### src/rtl/prod_acc_pkg.sv
// Shared types and default sizing for the product accumulator.
package prod_acc_pkg;

    typedef enum logic [1:0] {
        IDLE = 2'd0,
        ACC  = 2'd1,
        HOLD = 2'd2
    } state_e;

    localparam int DEF_ACC_W     = 12;
    localparam int DEF_MAX_TERMS = 16;

endpackage

### src/rtl/prod_acc_ctrl.sv
// Burst control for the product accumulator: IDLE/ACC/HOLD FSM, beat counter and the forced-close flag.
module prod_acc_ctrl
    import prod_acc_pkg::*;
#(
    parameter int MAX_TERMS = DEF_MAX_TERMS,
    parameter int CNT_W     = $clog2(MAX_TERMS + 1)
) (
    input  logic             clk,
    input  logic             rst,
    input  logic             in_valid_i,
    input  logic             in_last_i,
    input  logic             out_ready_i,
    output logic             in_ready_o,
    output logic             out_valid_o,
    output logic             load_o,
    output logic             add_o,
    output logic [CNT_W-1:0] cnt_o,
    output logic             forced_o
);

    state_e           state_q, state_d;
    logic [CNT_W-1:0] cnt_q, cnt_d;
    logic             forced_q, forced_d;
    logic             accept;
    logic [CNT_W-1:0] cnt_inc;

    assign in_ready_o  = (state_q != HOLD);
    assign out_valid_o = (state_q == HOLD);
    assign accept      = in_valid_i & in_ready_o;
    assign cnt_inc     = cnt_q + CNT_W'(1);
    assign cnt_o       = cnt_q;
    assign forced_o    = forced_q;

    always_ff @(posedge clk) begin
        if (rst) begin
            state_q  <= IDLE;
            cnt_q    <= '0;
            forced_q <= 1'b0;
        end else begin
            state_q  <= state_d;
            cnt_q    <= cnt_d;
            forced_q <= forced_d;
        end
    end

    // in_last wins over the term limit, so a coinciding close is never marked forced.
    always_comb begin
        state_d  = state_q;
        cnt_d    = cnt_q;
        forced_d = forced_q;
        load_o   = 1'b0;
        add_o    = 1'b0;
        case (state_q)
            IDLE: begin
                if (accept) begin
                    load_o   = 1'b1;
                    cnt_d    = CNT_W'(1);
                    forced_d = 1'b0;
                    if (in_last_i) begin
                        state_d = HOLD;
                    end else if (MAX_TERMS == 1) begin
                        state_d  = HOLD;
                        forced_d = 1'b1;
                    end else begin
                        state_d = ACC;
                    end
                end
            end
            ACC: begin
                if (accept) begin
                    add_o = 1'b1;
                    cnt_d = cnt_inc;
                    if (in_last_i) begin
                        state_d  = HOLD;
                        forced_d = 1'b0;
                    end else if (cnt_inc == CNT_W'(MAX_TERMS)) begin
                        state_d  = HOLD;
                        forced_d = 1'b1;
                    end
                end
            end
            HOLD: begin
                if (out_ready_i) begin
                    state_d  = IDLE;
                    cnt_d    = '0;
                    forced_d = 1'b0;
                end
            end
            default: begin
                state_d = IDLE;
            end
        endcase
    end

endmodule

### src/rtl/prod_accumulator.sv
// Sums a burst of unsigned 4x4 products and holds the result until the consumer takes it.
// Define PROD_ACC_SAT_EN to clamp on overflow instead of wrapping modulo 2^ACC_W.
module prod_accumulator
    import prod_acc_pkg::*;
#(
    parameter int ACC_W     = DEF_ACC_W,
    parameter int MAX_TERMS = DEF_MAX_TERMS
) (
    input  logic                           clk,
    input  logic                           rst,
    input  logic                           in_valid,
    output logic                           in_ready,
    input  logic [7:0]                     R,
    input  logic                           in_last,
    output logic                           out_valid,
    input  logic                           out_ready,
    output logic [ACC_W-1:0]               acc_out,
    output logic [$clog2(MAX_TERMS+1)-1:0] cnt_out,
    output logic                           ovf,
    output logic                           forced
);

    localparam int CNT_W = $clog2(MAX_TERMS + 1);

    logic             load, add;
    logic [CNT_W-1:0] cnt;
    logic             forced_int;
    logic [ACC_W-1:0] acc_q, acc_d;
    logic             ovf_q, ovf_d;
    logic [ACC_W:0]   sum;

    function automatic logic [ACC_W-1:0] fit_sum(input logic [ACC_W:0] s);
`ifdef PROD_ACC_SAT_EN
        fit_sum = s[ACC_W] ? {ACC_W{1'b1}} : s[ACC_W-1:0];
`else
        fit_sum = s[ACC_W-1:0];
`endif
    endfunction

    prod_acc_ctrl #(
        .MAX_TERMS (MAX_TERMS),
        .CNT_W     (CNT_W)
    ) u_ctrl (
        .clk         (clk),
        .rst         (rst),
        .in_valid_i  (in_valid),
        .in_last_i   (in_last),
        .out_ready_i (out_ready),
        .in_ready_o  (in_ready),
        .out_valid_o (out_valid),
        .load_o      (load),
        .add_o       (add),
        .cnt_o       (cnt),
        .forced_o    (forced_int)
    );

    assign sum = {1'b0, acc_q} + (ACC_W+1)'(R);

    always_comb begin
        acc_d = acc_q;
        ovf_d = ovf_q;
        if (load) begin
            acc_d = ACC_W'(R);
            ovf_d = 1'b0;
        end else if (add) begin
            acc_d = fit_sum(sum);
            ovf_d = ovf_q | sum[ACC_W];
        end
    end

    always_ff @(posedge clk) begin
        if (rst) begin
            acc_q <= '0;
            ovf_q <= 1'b0;
        end else begin
            acc_q <= acc_d;
            ovf_q <= ovf_d;
        end
    end

    // Result fields read as zero whenever nothing is held.
    assign acc_out = out_valid ? acc_q : '0;
    assign cnt_out = out_valid ? cnt : '0;
    assign ovf     = out_valid & ovf_q;
    assign forced  = out_valid & forced_int;

endmodule

### config.mk
export PLATFORM = sky130hd
export DESIGN_NAME = prod_accumulator
export DESIGN_NICKNAME = d
export VERILOG_FILES = /design/src/rtl/prod_acc_pkg.sv /design/src/rtl/prod_acc_ctrl.sv /design/src/rtl/prod_accumulator.sv
export SDC_FILE = /design/constraint.sdc
export NUM_CORES = 1
export LEC_CHECK = 0
export ABC_AREA = 1
export CORE_MARGIN = 5
export CORE_UTILIZATION = 40
export DETAILED_ROUTE_END_ITERATION = 8
export GPL_TIMING_DRIVEN = 0
export PLACE_DENSITY_LB_ADDON = 0.15
export SYNTH_ARGS = -nofsm -noshare
export SYNTH_HDL_FRONTEND = slang
export SYNTH_HIERARCHICAL = 1
export SYNTH_SLANG_ARGS = --single-unit
### constraint.sdc
create_clock -name clk -period 4.5 [get_ports clk]
set_clock_uncertainty 0.2 [all_clocks]
set_input_delay 0.675 -clock clk [delete_from_list [all_inputs] [get_ports clk]]
set_output_delay 0.675 -clock clk [all_outputs]
set_load 0.01 [all_outputs]
## Word-level counts from Yosys, hierarchy flattened

Cells that the tools add are included.

- Bits in registers: 21
- Input bits: 13
- Output and inout port bits: 21
- Word-level logic and storage cells: 51

- Add/subtract/negate cells: 2
- Eq/ne operators: 8
- Multiplexer cells: 24
- Bitwise operators: 4
- Reduce and logical (&&, ||, !) cells: 7

Operators with widths:

| kind | number |
|---|---|
| $mux 5 | 4 |
| $mux 8 | 2 |
| $pmux 5 s3 | 1 |
| $add 12x8->13 | 1 |
| $mux 12 | 1 |
| $mux 2 | 6 |
| $mux 1 | 8 |
| $reduce_and 4->1 | 2 |
| $ne 2x1->1 const B | 3 |
| $pmux 2 s3 | 1 |
| $add 5x1->5 const B | 1 |
| $eq 5x5->1 const B | 1 |
| $reduce_and 5->1 | 1 |
| $and 1x1->1 | 3 |
| $ne 3x2->1 const B | 1 |
| $pmux 1 s3 | 1 |
| $reduce_bool 3->1 | 1 |
| $eq 2x1->1 const B | 1 |
| $eq 2x2->1 const B | 1 |
| $logic_not 2->1 | 1 |
| $ne 2x2->1 const B | 1 |
| $reduce_bool 2->1 | 1 |
| $reduce_or 2->1 | 1 |
| $or 1x1->1 | 1 |

## Depth between registers and ports, before layout

- Depth after elaboration: 6
- Gate-level depth with buffers: 13
- Depth with buffers taken out: 12

## Hierarchy

The synthesis kept the hierarchy.

Modules (own cells, without submodules):

| module | instances | cells each | area an instance (µm²) |
|---|---|---|---|
| prod_accumulator | 1 | 212 | 1244.9 |
| prod_acc_ctrl | 1 | 80 | 548.0 |

## Least setup slack after synthesis

OpenSTA, ideal clock, no wires.

- Path kind: reg2out
- From: register u_ctrl.state_q[0]
- To: output port acc_out[10]
- Arrival time: 1271 ps
- Data required time: 3625 ps
- Path slack: 2354 ps
- Stages on the path, launching flop included: 7
- Path buffers: 2
- Path through: dfxtp_1 > inv_1 > ha_1 > buf_2 > buf_1 > nand2_1 > inv_1

- Cells in the longest elaborated chain, start to end: 2

RTL lines:

| item | line | RTL |
|---|---|---|
| start, declared | prod_acc_ctrl.sv:21 | `state_e state_q, state_d;` |
| start signal, assigned | prod_acc_ctrl.sv:40 | `state_q <= state_d;` |
| $eq 2x2->1 | prod_acc_ctrl.sv:28 | `assign out_valid_o = (state_q == HOLD);` |
| via out_valid | prod_accumulator.sv:15 | `output logic out_valid,` |
| $mux 12 | prod_accumulator.sv:82 | `assign acc_out = out_valid ? acc_q : '0;` |
| end, declared | prod_accumulator.sv:17 | `output logic [ACC_W-1:0] acc_out,` |

The timed path passes the listed nets, and every way through them passes these cells.

## Worst setup path in the final report

- From: register u_ctrl.state_q[0]
- To: output port acc_out[9]

- Cells in the longest elaborated chain, start to end: 2

RTL lines:

| item | line |
|---|---|
| $eq 2x2->1 | prod_acc_ctrl.sv:28 |
| $mux 12 | prod_accumulator.sv:82 |

No other way between the ends.

==> summary.md <==
| Metric | Value |
|---|---|
| Final setup violation count | `0` |
| GRT Total Usage | `0.150` |
| Adder-cell share of the synthesized area | `0.102` |
| Worst reg2reg path endpoint | `acc_q[0]` |
| Sequential share of power | `0.281` |
| Critical R2R Launch | `u_ctrl/state_q[0]` |
| First-pass DRT Iterations | `4` |
| Net Sw Frac | `0.473` |
| Fin. Hold Viols | `0` |
| Met3 Resource Use GR | `0.0293` |
| PD cells | `407 nW/µm²` |
| Final Critical Period | `3.18 ns` |
| Actual slew at the worst max-slew pin | `0.463 ns` |
| Setup TNS | `0 ns` |
| H-tree depth | `1` |
| R2R setup slack | `2.45 ns` |
| Initial Util | `0.412` |
| DRT iter0 DRCs | `107` |
| Synthesized area | `1790 µm²` |
| Mux contribution to synthesized area | `0` |
| Clock sink total | `21` |
| Syn_area_per_cell | `6.14 µm²` |
| Synth Area in Compound Gates | `0.121` |
| Synth Area in XOR/XNOR | `0` |
| Grt met1 use | `0.225` |
| Relative slew slack | `0.691` |
| Global-route wire length before repair | `7460 µm` |
| CP cell instances | `inv_1, ha_1, buf_2, buf_1, nand2_1, inv_1, clkdlybuf4s50_1` |
| TritonCTS clock tree | `done` |
| Crit path max-delay family | `buffers and inverters` |
| Int Power | `480 µW` |
| Crit. End Element | `output pin` |
| Worst Hold Depth | `2` |
| Max-slew violations | `0` |
| Met2 usage | `0.212` |
| Post-DR vias/cell | `4.68` |
| Horiz. Die Dim | `77.0 µm` |
| Grt peak-use layer | `met1` |
| Post-CTS setup buffer count | `0` |
| Peak supply drop | `0.348 mV` |
| Area grow syn2layout | `24.6%` |
| Slowest-stage cell, CP | `clkdlybuf4s50_1` |
| Startpoint Class | `register` |
| Syn Inst Count | `292` |
| Die H | `77.0 µm` |
| Area leader, netlist | `dfxtp_1` |
| CP Class | `reg2out` |
| Grt ovf | `0` |
| Sequential area share after synthesis | `0.234` |
| Post-DP HPWL | `3260 µm` |
| Post-synth top area share | `0.234` |
| Largest family of logic cells by synthesized area | `simple AND/OR/NAND/NOR gates` |
| Crit share post-route | `0.708` |
| Vias in the first global route | `1641` |
| Combinational power share | `0.569` |
| Net Switching | `431 µW` |
| Commonest non-fill, non-tap cell in the layout | `nand2_1` |
| Std cell rows | `24` |
| CP endpoint | `acc_out[9]` |
| Top post-synthesis cells by area | `dfxtp_1 23%, nand2_1 18%, inv_1 12%` |
| Buf+Inv Stages, Crit Path | `5` |
| Top FF cell, synth | `dfxtp_1` |
| WP data arrival | `2.31 ns` |
| I/O Pins | `34` |
| Max-Cap Viols | `0` |
| Routability congestion estimate from global placement | `0.824` |
| Root Buffer | `clkbuf_8` |
| Fraction of layout instances using a drive strength above 1 | `0.0912` |
| Hold buffer count at CTS | `0` |
| Post-route DRC | `0` |
| Max incr delay on CP | `0.52 ns` |
| CTS Buf Count | `3` |
| YS warnings | `6` |
| Unrepaired setup endpoints after global routing | `no` |
| Total stage count of the critical path | `7` |
| Antenna violations before repair | `0` |
| Clk slew on worst S/H paths | `0.08 ns` |
| Post-cts gate resize count | `0` |
| Flops & latches, synth | `21` |
| Vias | `1782` |
| Port buffer count | `33` |
| R2r worst-path depth | `13` |
| Yosys cell types | `32` |
| Worst slack at placement | `1.55 ns` |
| Lkg Pwr | `0.00119 µW` |
| Leading cell types in the layout, fill and taps excluded | `88 x nand2_1, 57 x inv_1, 33 x clkdlybuf4s50_1` |
| Syn nets | `319` |
| Largest net degree at the start of global routing | `13` |
| Clock Power Share | `0.150` |
| Die area | `5920 µm²` |
| Status | `completed` |
| Clk_lat worst skew | `0.28 ns` |
| Clock buffer depth | `2` |
| WL per Instance | `11.2 µm` |
| Post-synth ARST share | `0` |
| EDFF count, synth | `0` |
| Worst min-delay path class | `reg2reg` |
| NumNets Final | `357` |
| Drt total wl | `4260 µm` |
| Critical Path Start | `u_ctrl/state_q[0]` |
| Max Clk Rate | `314 MHz` |
| CP Max Fanout | `10` |
| PnR worst setup slack | `1.32 ns` |
| Synth Area in Simple Gates | `0.389` |
| Antenna Nets Post-Route | `0` |
| N_diodes | `0` |
| Core area | `4350 µm²` |
| Crit path top cell by count | `inv_1` |
| WP data required | `3.62 ns` |
-- tightest hold or removal path, cell delays in order (launching register included) --
cell	delay (ns)
dfxtp_1	0.34
a21oi_1	0.04
nor2_1	0.07
-- cell type report --
cell class	count	area, µm²
Fill cell	463	2120
Multi-Input combinational cell	204	1100
Sequential cell	21	420
Timing Repair Buffer	33	330
Inverter	62	233
Tap cell	52	65.1
Buffer	5	42.5
Clock buffer	3	41.3
Clock inverter	1	5.00
-- worst min-delay path by stage --
stage | from | endpoint | slack [ns]
6_report | u_ctrl/forced_o | u_ctrl/forced_o | 0.28
5_1_grt | u_ctrl/forced_o | u_ctrl/forced_o | 0.29
4_1_cts | u_ctrl/forced_o | u_ctrl/forced_o | 0.29
3_5_place_dp | u_ctrl/forced_o | u_ctrl/forced_o | 0.26
3_3_place_gp | ovf_q | ovf_q | 0.26
2_1_floorplan | ovf_q | ovf_q | 0.24
-- registers in the layout, summed over array words and instances, names as in the netlist --
register,count
acc_q,12
u_ctrl/cnt_o,5
u_ctrl/state_q,2
ovf_q,1
u_ctrl/forced_o,1
-- synth_stat cells, types with 4 or more instances --
library cell and n:
nand2_1 88, inv_1 57, nand3_1 23, dfxtp_1 21, a21oi_1 18, nor2_1 18
ha_1 13, a22oi_1 5, inv_2 5, nand4_1 5, nand2_2 4, nor2_2 4
o21ai_0 4
-- per-stage QoR --
| stage | hold slack [ns] | instances | utilization | total power, µW | area, µm² |
|---|---|---|---|---|---|
| floorplan | 0.237 | 292 | - | 637 | 1790 |
| global placement | 0.259 | 377 | 0.503 | 772 | 2190 |
| detailed placement | 0.264 | 377 | 0.503 | 778 | 2190 |
| CTS | 0.286 | 381 | 0.513 | 916 | 2230 |
| global route | 0.292 | 381 | 0.513 | 999 | 2230 |
| finish | 0.281 | 381 | 0.513 | 911 | 2230 |
-- per-layer routing --
layer / part of all wire / wire length, µm
met1: 0.54 / 2310
met5: 0 / 0
met3: 0.057 / 243
met2: 0.39 / 1660
met4: 0.014 / 59
-- cells by family after synthesis --
kind of cell,after synthesis
AO/OA/AOI/OAI,36
buffers and inverters,67
adder cells (fa/ha/maj),14
AND/OR/NAND/NOR,154
flip-flops,21
-- power by group through the flow --
stage,clock network [µW],logic [µW],registers [µW]
final,137,518,256
after global routing,145,593,261
after CTS,139,521,256
after detailed placement,0,518,260
after global placement,0,512,259
after floorplan,0,385,252
Power figures use the tool's default switching activity.
